**src/rtl/f_fetch_unit_pkg.sv**
```systemverilog
// Shared types and constants for the fetch unit: FSM states, redirect target selects,
// default reset/exception vectors and the fetch-address legality check.
package f_fetch_unit_pkg;

    localparam logic [31:0] DEF_RESET_PC = 32'h0000_3000;
    localparam logic [31:0] DEF_EXC_VEC  = 32'h0000_4180;
    localparam logic [31:0] F_ADDR_HI    = 32'h0000_6FFF;

    typedef enum logic [1:0] {
        IDLE,
        ISSUE,
        HOLD
    } state_t;

    typedef enum logic [2:0] {
        TSEL_SEQ,
        TSEL_EXC,
        TSEL_ERET,
        TSEL_BR,
        TSEL_J,
        TSEL_JR
    } tsel_t;

    function automatic logic fetch_addr_ok(input logic [31:0] a, input logic [31:0] lo);
        return (a[1:0] == 2'b00) && (a >= lo) && (a <= F_ADDR_HI);
    endfunction

endpackage

```
**src/rtl/f_fetch_unit_if.sv**
```systemverilog
// Single-outstanding request/acknowledge instruction-memory port.
interface f_fetch_unit_if #(
    parameter int WIDTH = 32
) ();
    logic             imem_req;
    logic [WIDTH-1:0] imem_addr;
    logic             imem_ack;
    logic [31:0]      imem_rdata;

    modport master (output imem_req, output imem_addr, input imem_ack, input imem_rdata);
    modport slave  (input imem_req, input imem_addr, output imem_ack, output imem_rdata);
endinterface

```
**src/rtl/f_npc_sel.sv**
```systemverilog
// Combinational priority redirect-target selection for the fetch unit:
// req > eret > taken branch/link > jump > jr > sequential.
module f_npc_sel
    import f_fetch_unit_pkg::*;
#(
    parameter int               WIDTH   = 32,
    parameter logic [WIDTH-1:0] EXC_VEC = WIDTH'(DEF_EXC_VEC)
) (
    input  logic             stall,
    input  logic             req,
    input  logic             eret,
    input  logic             branch,
    input  logic             jump,
    input  logic             jr,
    input  logic             D_branch_link,
    input  logic             cmp_result,
    input  logic [WIDTH-1:0] D_pc,
    input  logic [25:0]      D_imm26,
    input  logic [WIDTH-1:0] FW_D_rs,
    input  logic [WIDTH-1:0] EPC,
    output logic [WIDTH-1:0] target,
    output logic [WIDTH-1:0] ds_pc,
    output logic             exc_redirect,
    output logic             br_redirect
);

    tsel_t            tsel;
    logic [WIDTH-1:0] br_off;

    assign ds_pc  = D_pc + WIDTH'(4);
    assign br_off = {{(WIDTH-18){D_imm26[15]}}, D_imm26[15:0], 2'b00};

    always_comb begin
        tsel = TSEL_SEQ;
        if (req)                                    tsel = TSEL_EXC;
        else if (eret)                              tsel = TSEL_ERET;
        else if ((branch | D_branch_link) & cmp_result) tsel = TSEL_BR;
        else if (jump)                              tsel = TSEL_J;
        else if (jr)                                tsel = TSEL_JR;
    end

    always_comb begin
        target = ds_pc;
        unique case (tsel)
            TSEL_EXC:  target = EXC_VEC;
            TSEL_ERET: target = EPC;
            TSEL_BR:   target = ds_pc + br_off;
            TSEL_J:    target = {D_pc[WIDTH-1:28], D_imm26, 2'b00};
            TSEL_JR:   target = FW_D_rs;
            default:   target = ds_pc;
        endcase
    end

    assign exc_redirect = (tsel == TSEL_EXC) || (tsel == TSEL_ERET);
    assign br_redirect  = !stall && ((tsel == TSEL_BR) || (tsel == TSEL_J) || (tsel == TSEL_JR));

endmodule

```
**src/rtl/f_fetch_unit.sv**
```systemverilog
// Fetch stage: PC/issue register, single-outstanding imem port, F output slot with
// stall skid buffer, delay-slot aware redirects. Optional feature macro: F_ADDR_CHECK_EN.
module f_fetch_unit
    import f_fetch_unit_pkg::*;
#(
    parameter int               WIDTH    = 32,
    parameter logic [WIDTH-1:0] RESET_PC = WIDTH'(DEF_RESET_PC),
    parameter logic [WIDTH-1:0] EXC_VEC  = WIDTH'(DEF_EXC_VEC)
) (
    input  logic             clk,
    input  logic             reset,
    input  logic             stall,
    input  logic [WIDTH-1:0] D_pc,
    input  logic [25:0]      D_imm26,
    input  logic [WIDTH-1:0] FW_D_rs,
    input  logic             branch,
    input  logic             jump,
    input  logic             jr,
    input  logic             D_branch_link,
    input  logic             cmp_result,
    input  logic             req,
    input  logic             eret,
    input  logic [WIDTH-1:0] EPC,
    f_fetch_unit_if.master   imem,
    output logic [WIDTH-1:0] F_pc,
    output logic [31:0]      F_instr,
    output logic             F_valid
`ifdef F_ADDR_CHECK_EN
    ,
    output logic             F_exc_adel
`endif
);

    state_t           state;
    logic [WIDTH-1:0] nxt;
    logic             kill;
    logic [WIDTH-1:0] hold_pc;
    logic [31:0]      hold_instr;
    logic             bad_r;

    logic [WIDTH-1:0] target, ds_pc, launch_addr;
    logic             exc, br, resp, slot_free, ds_in_f, launch_ok;
    logic [31:0]      resp_data;
    logic             launch, f_load, f_from_hold, f_clear, hold_load;
    logic             kill_set, kill_clr, nxt_load;

    f_npc_sel #(.WIDTH(WIDTH), .EXC_VEC(EXC_VEC)) u_npc_sel (
        .stall        (stall),
        .req          (req),
        .eret         (eret),
        .branch       (branch),
        .jump         (jump),
        .jr           (jr),
        .D_branch_link(D_branch_link),
        .cmp_result   (cmp_result),
        .D_pc         (D_pc),
        .D_imm26      (D_imm26),
        .FW_D_rs      (FW_D_rs),
        .EPC          (EPC),
        .target       (target),
        .ds_pc        (ds_pc),
        .exc_redirect (exc),
        .br_redirect  (br)
    );

`ifdef F_ADDR_CHECK_EN
    logic hold_adel;
    assign launch_ok = fetch_addr_ok(32'(launch_addr), 32'(RESET_PC));
`else
    assign launch_ok = 1'b1;
`endif

    // An illegal fetch address completes immediately as a zero instruction, no bus cycle.
    assign resp      = (state == ISSUE) && (bad_r || imem.imem_ack);
    assign resp_data = bad_r ? '0 : imem.imem_rdata;
    assign slot_free = !F_valid || !stall;
    assign ds_in_f   = F_valid && (F_pc == ds_pc);

    always_comb begin
        launch      = 1'b0;
        launch_addr = nxt;
        f_load      = 1'b0;
        f_from_hold = 1'b0;
        f_clear     = 1'b0;
        hold_load   = 1'b0;
        kill_set    = 1'b0;
        kill_clr    = 1'b0;
        nxt_load    = 1'b0;
        unique case (state)
            IDLE: begin
                launch      = 1'b1;
                launch_addr = exc ? target : RESET_PC;
            end
            HOLD: begin
                if (exc) begin
                    f_clear     = 1'b1;
                    launch      = 1'b1;
                    launch_addr = target;
                end else if (!stall) begin
                    launch      = 1'b1;
                    launch_addr = br ? target : nxt;
                    // Delay slot leaving F makes the buffered word a wrong-path fetch.
                    if (br && ds_in_f) f_clear = 1'b1;
                    else begin
                        f_load      = 1'b1;
                        f_from_hold = 1'b1;
                    end
                end
            end
            ISSUE: begin
                if (exc) begin
                    f_clear = 1'b1;
                    if (resp) begin
                        launch      = 1'b1;
                        launch_addr = target;
                        kill_clr    = 1'b1;
                    end else begin
                        kill_set = 1'b1;
                        nxt_load = 1'b1;
                    end
                end else if (kill) begin
                    if (!stall) f_clear = 1'b1;
                    if (resp) begin
                        launch      = 1'b1;
                        launch_addr = br ? target : nxt;
                        kill_clr    = 1'b1;
                    end else if (br) nxt_load = 1'b1;
                end else if (br && ds_in_f) begin
                    f_clear = 1'b1;
                    if (resp) begin
                        launch      = 1'b1;
                        launch_addr = target;
                    end else begin
                        kill_set = 1'b1;
                        nxt_load = 1'b1;
                    end
                end else if (br) begin
                    // Delay slot is the in-flight fetch: let it land, then go to target.
                    if (resp) begin
                        f_load      = 1'b1;
                        launch      = 1'b1;
                        launch_addr = target;
                    end else begin
                        f_clear  = 1'b1;
                        nxt_load = 1'b1;
                    end
                end else if (resp) begin
                    if (slot_free) begin
                        f_load = 1'b1;
                        launch = 1'b1;
                    end else hold_load = 1'b1;
                end else if (!stall) f_clear = 1'b1;
            end
            default: ;
        endcase
    end

    always_ff @(posedge clk) begin
        if (reset) begin
            state          <= IDLE;
            imem.imem_req  <= 1'b0;
            imem.imem_addr <= RESET_PC;
            nxt            <= RESET_PC;
            kill           <= 1'b0;
            bad_r          <= 1'b0;
            hold_pc        <= '0;
            hold_instr     <= '0;
            F_pc           <= RESET_PC;
            F_instr        <= '0;
            F_valid        <= 1'b0;
`ifdef F_ADDR_CHECK_EN
            hold_adel      <= 1'b0;
            F_exc_adel     <= 1'b0;
`endif
        end else begin
            if (launch) begin
                state          <= ISSUE;
                imem.imem_req  <= launch_ok;
                imem.imem_addr <= launch_addr;
                nxt            <= launch_addr + WIDTH'(4);
                bad_r          <= !launch_ok;
            end else if (hold_load) begin
                state         <= HOLD;
                imem.imem_req <= 1'b0;
            end
            if (nxt_load) nxt <= target;
            if (kill_set)      kill <= 1'b1;
            else if (kill_clr) kill <= 1'b0;
            if (hold_load) begin
                hold_pc    <= imem.imem_addr;
                hold_instr <= resp_data;
            end
            if (f_load) begin
                F_pc    <= f_from_hold ? hold_pc : imem.imem_addr;
                F_instr <= f_from_hold ? hold_instr : resp_data;
                F_valid <= 1'b1;
            end else if (f_clear) begin
                F_valid <= 1'b0;
            end
`ifdef F_ADDR_CHECK_EN
            if (hold_load) hold_adel <= bad_r;
            if (f_load)       F_exc_adel <= f_from_hold ? hold_adel : bad_r;
            else if (f_clear) F_exc_adel <= 1'b0;
`endif
        end
    end

endmodule

```
**src/flat_wrapper.sv**
```systemverilog
// flat-port wrapper written by rule: the top's interface ports become plain ports
module f_fetch_unit_flat import f_fetch_unit_pkg::*;
#(
    parameter int               WIDTH    = 32,
    parameter logic [WIDTH-1:0] RESET_PC = WIDTH'(DEF_RESET_PC),
    parameter logic [WIDTH-1:0] EXC_VEC  = WIDTH'(DEF_EXC_VEC)
)
  (clk, reset, stall, D_pc, D_imm26, FW_D_rs, branch, jump, jr, D_branch_link, cmp_result, req, eret, EPC, F_pc, F_instr, F_valid, imem_imem_req, imem_imem_addr, imem_imem_ack, imem_imem_rdata);
  f_fetch_unit_if #(.WIDTH(WIDTH)) imem_i ();
  input  logic clk;
  input  logic reset;
  input  logic stall;
  input  logic [WIDTH-1:0] D_pc;
  input  logic [25:0] D_imm26;
  input  logic [WIDTH-1:0] FW_D_rs;
  input  logic branch;
  input  logic jump;
  input  logic jr;
  input  logic D_branch_link;
  input  logic cmp_result;
  input  logic req;
  input  logic eret;
  input  logic [WIDTH-1:0] EPC;
  output logic [WIDTH-1:0] F_pc;
  output logic [31:0] F_instr;
  output logic F_valid;
  output wire logic [$bits(imem_i.imem_req)-1:0] imem_imem_req;
  output wire logic [$bits(imem_i.imem_addr)-1:0] imem_imem_addr;
  input wire logic [$bits(imem_i.imem_ack)-1:0] imem_imem_ack;
  input wire logic [$bits(imem_i.imem_rdata)-1:0] imem_imem_rdata;
  assign imem_imem_req = imem_i.imem_req;
  assign imem_imem_addr = imem_i.imem_addr;
  assign imem_i.imem_ack = imem_imem_ack;
  assign imem_i.imem_rdata = imem_imem_rdata;
  f_fetch_unit #(.WIDTH(WIDTH), .RESET_PC(RESET_PC), .EXC_VEC(EXC_VEC)) u_core (.clk(clk), .reset(reset), .stall(stall), .D_pc(D_pc), .D_imm26(D_imm26), .FW_D_rs(FW_D_rs), .branch(branch), .jump(jump), .jr(jr), .D_branch_link(D_branch_link), .cmp_result(cmp_result), .req(req), .eret(eret), .EPC(EPC), .imem(imem_i), .F_pc(F_pc), .F_instr(F_instr), .F_valid(F_valid));
endmodule
```
**config.mk**
```make
export PLATFORM = sky130hd
export DESIGN_NAME = f_fetch_unit_flat
export DESIGN_NICKNAME = d
export VERILOG_FILES = /design/src/rtl/f_fetch_unit_pkg.sv /design/src/rtl/f_fetch_unit_if.sv /design/src/rtl/f_npc_sel.sv /design/src/rtl/f_fetch_unit.sv /design/src/flat_wrapper.sv
export SDC_FILE = /design/constraint.sdc
export NUM_CORES = 1
export LEC_CHECK = 0
export CORE_UTILIZATION = 57
export DETAILED_ROUTE_END_ITERATION = 7
export GPL_ROUTABILITY_DRIVEN = 1
export GPL_TIMING_DRIVEN = 0
export PLACE_DENSITY = 0.88
export SKIP_CTS_REPAIR_TIMING = 1
export SYNTH_ARGS = -nofsm -noshare
export SYNTH_HDL_FRONTEND = slang
export SYNTH_HIERARCHICAL = 1
export SYNTH_SLANG_ARGS = --single-unit
```
**constraint.sdc**
```tcl
create_clock -name clk -period 14.7 [get_ports clk]
set_input_delay 1.47 -clock clk [delete_from_list [all_inputs] [get_ports clk]]
set_output_delay 1.47 -clock clk [all_outputs]
set_load 0.05 [all_outputs]
```
Word-level counts from Yosys, hierarchy flattened
Cells that the tools add are included.
Widths: inputs -> output; s select.
{ "totals": {"output_inout_bits": 98, "input_bits": 165, "elab_cells": 118, "reg_bits": 197} }
{ "op_classes": {"bitwise_logic": 2, "n_addsub": 3, "mux": 78, "n_reduce_logical": 16, "n_eq_ne": 8} }
{ "op_table": {"columns": ["op", "count"], "rows": [
  ["$mux 32", 14],
  ["$pmux 32 s5", 1],
  ["$pmux 32 s3", 1],
  ["$add 32x3->32 const B", 2],
  ["$mux 1", 54],
  ["$add 32x32->32", 1],
  ["$eq 32x32->1", 1],
  ["$mux 3", 5],
  ["$reduce_bool 2->1", 4],
  ["$eq 3x2->1 const B", 2],
  ["$eq 3x3->1 const B", 2],
  ["$logic_and 1x1->1", 4],
  ["$logic_or 1x1->1", 4],
  ["$pmux 1 s2", 2],
  ["$eq 3x1->1 const B", 1],
  ["$pmux 1 s3", 1],
  ["$eq 2x1->1 const B", 1],
  ["$eq 2x2->1 const B", 1],
  ["$logic_not 1->1", 2],
  ["$logic_not 2->1", 1],
  ["$reduce_or 2->1", 1],
  ["$and 1x1->1", 1],
  ["$or 1x1->1", 1]
]} }

Logic depth before layout (Yosys ltp)
{ "depth": {"ltp_word": 17, "ltp_mapped": 23, "mapped_depth_nobuf": 22} }

Hierarchy
Netlist, hierarchy kept.
{ "modules_own_cells": {"columns": ["module", "cells_per_inst", "instances", "seq_area_each_um2", "area_per_inst_um2"], "rows": [
  ["f_fetch_unit", 1157, 1, 3923.8, 9559.2],
  ["f_npc_sel", 490, 1, 0.0, 3254.4]
]} }

Worst setup path after synthesis
OpenSTA, ideal clock, no wires.
{ "synth_timing": {"path_type": "in2reg", "from": "input port D_pc[6]", "to": "register u_core.nxt[28]", "arrival_ns": 5.932, "path_buffers": 0, "t_required_ns": 14.586, "cell_stages": 20, "path_slack_ns": 8.653, "setup_time_ns": 0.114, "path_cell_list": "and4_4 -> and2_4 -> and4_1 -> nand2_1 -> xnor2_1 -> ha_1 -> a21o_1 -> a21o_1 -> a221o_1 -> a211oi_1 -> o21ai_0 -> xnor2_1 -> nand2_1 -> a31oi_1 -> a311oi_1 -> a2111oi_2 -> nand4_1 -> nor4_1 -> xor2_1 -> a2111oi_0"} }
{ "synth_via": {"elab_chain_len": 12, "elab_cells_between_ends": 29, "cone_classes": "3 x add/sub; 1 x eq/ne; 22 x mux; 3 x reduce/logical"} }
{ "synth_lines": {"columns": ["element", "line", "source"], "rows": [
  ["from (decl)", "flat_wrapper.sv:13", "input logic [WIDTH-1:0] D_pc;"],
  ["$add 32x3->32 *", "f_npc_sel.sv:30", "assign ds_pc = D_pc + WIDTH'(4);"],
  ["via u_core.ds_pc[15]", "f_fetch_unit.sv:41", "logic [WIDTH-1:0] target, ds_pc, launch_addr;"],
  ["$add 32x32->32 *", "f_npc_sel.sv:47", "TSEL_BR: target = ds_pc + br_off;"],
  ["$pmux 32 s5 *", "f_npc_sel.sv:44", "unique case (tsel)"],
  ["via u_core.target[22]", "f_fetch_unit.sv:41", null],
  ["$mux 32", "f_fetch_unit.sv:113, f_fetch_unit.sv:130, f_fetch_unit.sv:139", null],
  ["$mux 32", "f_fetch_unit.sv:137", "end else if (br) begin"],
  ["$mux 32", "f_fetch_unit.sv:128", "end else if (br && ds_in_f) begin"],
  ["$mux 32", "f_fetch_unit.sv:121", "end else if (kill) begin"],
  ["$mux 32", "f_fetch_unit.sv:111", "if (exc) begin"],
  ["$pmux 32 s3 *", "f_fetch_unit.sv:89", "unique case (state)"],
  ["$add 32x3->32 *", "f_fetch_unit.sv:180", "nxt <= launch_addr + WIDTH'(4);"],
  ["$mux 32 *", "f_fetch_unit.sv:176", "if (launch) begin"],
  ["$mux 32 *", "f_fetch_unit.sv:186", "if (nxt_load) nxt <= target;"],
  ["to (signal assigned)", "f_fetch_unit.sv:180", null],
  ["to (signal assigned)", "f_fetch_unit.sv:186", null],
  ["to (decl)", "f_fetch_unit.sv:35", "logic [WIDTH-1:0] nxt;"]
]} }
Mark *: on every way through the listed nets, which the timed path passes. The rest lies on a longest branch. The select of a mux whose other input is x is not followed.
A chain may end at the register's enable or synchronous reset.

Final worst setup path
{ "layout_timing": {"from": "input port D_pc[4]", "to": "register u_core.nxt[28]"} }
Same word-level chain as after synthesis.

==> run summary <==
STATUS
----------------------------------------------------------------------------------
Outcome                                                               finished, violations left
Failing checks                                                                 DRC

GLOBAL ROUTING
----------------------------------------------------------------------------------
Initial antenna violation count                                                  0
Total congestion overflow after global routing                                   0
Maximum number of pins on one net before global-route repair                    23
Total routing resource utilization after global routing                      46.0%
Vias in the first global route                                               14200
Wire length of the first global-routing pass                              82300 um

POWER AND IR DROP
----------------------------------------------------------------------------------
Logic pwr share                                                              28.3%
Peak ir drop on the vdd network                                           0.102 mV
Power per Cell Area                                                    90.4 mW/mm2
Post-layout total power                                                    1.49 mW
Leakage power                                                              5.63 nW
Sw Share                                                                     36.1%
Part of the power in the clock network                                       32.9%
Design internal power                                                     0.949 mW
Sequential power share                                                       38.8%
Switching power                                                           0.536 mW

TIMING
----------------------------------------------------------------------------------
Slew margin rel.                                                             20.6%
Setup ws final                                                             6920 ps
Shortest clock period the worst path allows after layout                   7780 ps
WHS                                                                         456 ps
Final number of hold-violating endpoints                                         0
Max Clk Rate                                                               129 MHz
Setup repair after global routing missed its margin                          false
Total count of max-transition violations in the final report                     0
Tightest Pin Transition                                                    1190 ps
Part of the cycle the worst path needs                                       52.9%
Final-report setup violation count                                               0
Fin Setup TNS                                                                 0 ps
Worst clock skew                                                           21.0 ps

FLOORPLANNING
----------------------------------------------------------------------------------
Area of the core region                                                 0.0220 mm2
Chip height                                                                 152 um
Die width                                                                   152 um
Io pins                                                                        263
Site row count                                                                  54
Area of the die                                                         0.0231 mm2
Initial cell density of the core                                             58.4%

SYNTHESIS
----------------------------------------------------------------------------------
Flip-flop cell with the highest count after synthesis                 sky130_fd_sc_hd__dfxtp_1
Synth Area in XOR/XNOR                                                       6.47%
Combinational family with the most area after synthesis               compound AO/OA/AOI/OAI gates
Cell taking the most area after synthesis                             sky130_fd_sc_hd__dfxtp_1
Synth async-reset ratio                                                         0%
Share of the synthesized area in compound gates (AO/OA/AOI/OAI)              26.1%
Post-synthesis adder-cell area fraction                                      3.96%
Post-synthesis sequential area ratio                                         30.6%
Area of the mapped netlist                                              0.0128 mm2
Count of synthesis-stage warnings from yosys                                     6
Top-count cell post-synth                                             sky130_fd_sc_hd__nand2_1
Syn avg cell area                                                         7.78 um2
Post-Synthesis Net Count                                                      1852
Share of the synthesized area in the top cell type                           30.6%
Most frequent cells after synthesis                                   230 x sky130_fd_sc_hd__nand2_1, 196 x sky130_fd_sc_hd__dfxtp_1, 161 x sky130_fd_sc_hd__nor2_1, 137 x sky130_fd_sc_hd__a21oi_1, 100 x sky130_fd_sc_hd__clkbuf_1
EDFF count, synth                                                                0
Synth Area in Simple Gates                                                   21.8%
Post-synthesis cell type count                                                  86
Number of storage elements in the synthesis netlist                            196
Mux cell area share after synthesis                                          6.37%
Synthesized netlist cell count                                                1647
Ranking of synthesized cells by area                                  sky130_fd_sc_hd__dfxtp_1 31%, sky130_fd_sc_hd__nand2_1 6.7%, sky130_fd_sc_hd__mux2i_1 6.0%

FINISH
----------------------------------------------------------------------------------
Share of final-layout standard cells stronger than drive strength 1          3.92%
Post-layout net count                                                         2133
Count of antenna diodes in the layout                                            0
Layout overhead on the synthesized area                                      28.2%

PLACEMENT
----------------------------------------------------------------------------------
Half-perimeter wire length after placement                                41600 um
Worst setup slack after placement                                          6720 ps
Quantity of I/O buffers inserted on ports                                      261
Final GP Congestion                                                           1.08

CLOCKING
----------------------------------------------------------------------------------
Inserted Clock Buffers                                                          17
Insertion delay of the later-clocked pin in the worst-skew pair             440 ps
Clock root buffer                                                     sky130_fd_sc_hd__clkbuf_16
TritonCTS clock tree                                                           yes
H-tree lvl count                                                                 4
TritonCTS sink count                                                           196
Clock Path Buffers                                                               2
Clock transition at path regs                                                80 ps

SETUP PATH
----------------------------------------------------------------------------------
CP startpoint kind                                                       input pin
Required @ worst endpoint                                                 15020 ps
Worst r2r src                                                         u_core/state[0]
Slowest-stage cell, CP                                                sky130_fd_sc_hd__a2111oi_2
Worst Setup End Kind                                                      register
Count of buffer and inverter cells on the critical path                          1
Highest cell delay on the worst timing path                                 630 ps
Worst Path Class, Setup                                               input pin to register
Critical path peak fanout                                                        6
Kind of cell adding the most delay to the critical path               compound AO/OA/AOI/OAI gates
Data arrival time of the critical path                                     8100 ps
Critical path cell sequence                                           clkdlybuf4s50_1 > and4_4 > and2_4 > and4_1 > nand2_1 > xnor2_1 > ha_1 > a21o_1 > a21o_1 > a221o_1 > a211oi_1 > o21ai_0 > xnor2_1 > nand2_1 > a31oi_1 > a311oi_1 > a2111oi_2 > nand4_1 > nor4_1 > xor2_1 > a2111oi_0
Crit. Startpoint                                                           D_pc[4]

DETAILED ROUTING
----------------------------------------------------------------------------------
Starting DRC count in detailed routing                                        2409
Vias                                                                         15200
Residual antenna-violating net count after detailed routing                      0
First drt pass iteration count                                                   8
Detailed-route wire length                                                55100 um
Post-route DRC                                                                  56
Average detailed-routed wire length per instance                           24.8 um
Number of vias per cell after detailed routing                                6.83

RUN
----------------------------------------------------------------------------------
# Max-Cap Violations                                                             0

MIN PATH
----------------------------------------------------------------------------------
Hold/Removal Path Class                                               register to register
Min-Delay Startpoint                                                  u_core/hold_instr[21]

## cell families (layout without fill, tap and decap cells)
family,after synthesis,count (layout)
and+or+nand+nor,605,605
AOI/OAI and AO/OA,487,487
DFF,196,196
buffers and inverters,147,441
xor gates and xnor gates,91,91
muxes,81,81
adders and majority gates,40,40
## placed cells by master (no fill, tap or decap), types with 10 or more instances in the layout
| cell | n |
|---|---|
| sky130_fd_sc_hd__clkdlybuf4s50_1 | 261 |
| sky130_fd_sc_hd__nand2_1 | 230 |
| sky130_fd_sc_hd__dfxtp_1 | 196 |
| sky130_fd_sc_hd__nor2_1 | 161 |
| sky130_fd_sc_hd__a21oi_1 | 137 |
| sky130_fd_sc_hd__clkbuf_1 | 100 |
| sky130_fd_sc_hd__a211oi_1 | 88 |
| sky130_fd_sc_hd__mux2i_1 | 77 |
| sky130_fd_sc_hd__xnor2_1 | 70 |
| sky130_fd_sc_hd__o21ai_0 | 57 |
| sky130_fd_sc_hd__nand3_1 | 40 |
| sky130_fd_sc_hd__nor3_1 | 40 |
| sky130_fd_sc_hd__ha_1 | 39 |
| sky130_fd_sc_hd__nand4_1 | 29 |
| sky130_fd_sc_hd__a31oi_1 | 28 |
| sky130_fd_sc_hd__inv_1 | 27 |
| sky130_fd_sc_hd__nand2b_1 | 26 |
| sky130_fd_sc_hd__a22oi_1 | 25 |
| sky130_fd_sc_hd__a21o_1 | 23 |
| sky130_fd_sc_hd__a222oi_1 | 21 |
| sky130_fd_sc_hd__xor2_1 | 19 |
| sky130_fd_sc_hd__clkbuf_16 | 17 |
| sky130_fd_sc_hd__and2_1 | 12 |
| sky130_fd_sc_hd__o211ai_1 | 11 |
| sky130_fd_sc_hd__o21a_1 | 10 |
| sky130_fd_sc_hd__and3_1 | 10 |
## worst min-delay path, cell delays in order (launching register included)
cell                      delay [ps]
sky130_fd_sc_hd__dfxtp_1         310
sky130_fd_sc_hd__nand2_1          50
sky130_fd_sc_hd__a21oi_1          50
## power by group through the flow
stage | clock network, mW | logic (mW) | registers, mW
finish | 0.488 | 0.420 | 0.577
global route | 0.507 | 0.438 | 0.578
CTS | 0.487 | 0.404 | 0.575
detailed placement | 0 | 0.400 | 0.587
global placement | 0 | 0.395 | 0.586
floorplan | 0 | 0.201 | 0.620
## layout make-up
cell class / instances / area, um2
Buffer: 120 / 502
Multi-Input combinational cell: 1304 / 8290
Sequential cell: 196 / 3920
Tap cell: 280 / 350
Timing Repair Buffer: 262 / 2620
Clock buffer: 18 / 439
Inverter: 27 / 101
Clock inverter: 14 / 193
Fill cell: 1684 / 5540
## registers in the layout, summed over array words and instances (netlist names)
name and cells:
u_core/kill 1, u_core/F_instr 32, u_core/F_valid 1, u_core/state 2
u_core/hold_instr 32, u_core/F_pc 32, u_core/hold_pc 32, u_core/imem.imem_addr 32
u_core/nxt 32
## layer usage
metal  global-route usage, %  routed length, um
met5                       0                  0
met4                    26.2               3360
met3                    11.1               7530
met2                    73.5              24100
met1                    56.8              20000
## metrics by stage
step	util [%]	cell area, um2	cells
floorplan	-	12800	1647
global placement	71.8	15800	2188
detailed placement	71.9	15800	2189
CTS	74.8	16400	2221
global route	74.8	16400	2221
finish	74.8	16400	2221
## path summary, 6_finish.rpt
check,end,slack (ps),depth (start not counted)
setup / recovery,u_core/nxt[28],6920,21
hold reg to reg,u_core/hold_instr[21],460,2
setup reg to reg,u_core/nxt[18],10430,15
hold / removal,u_core/hold_instr[21],460,2
(Power assumes the default switching activity.)
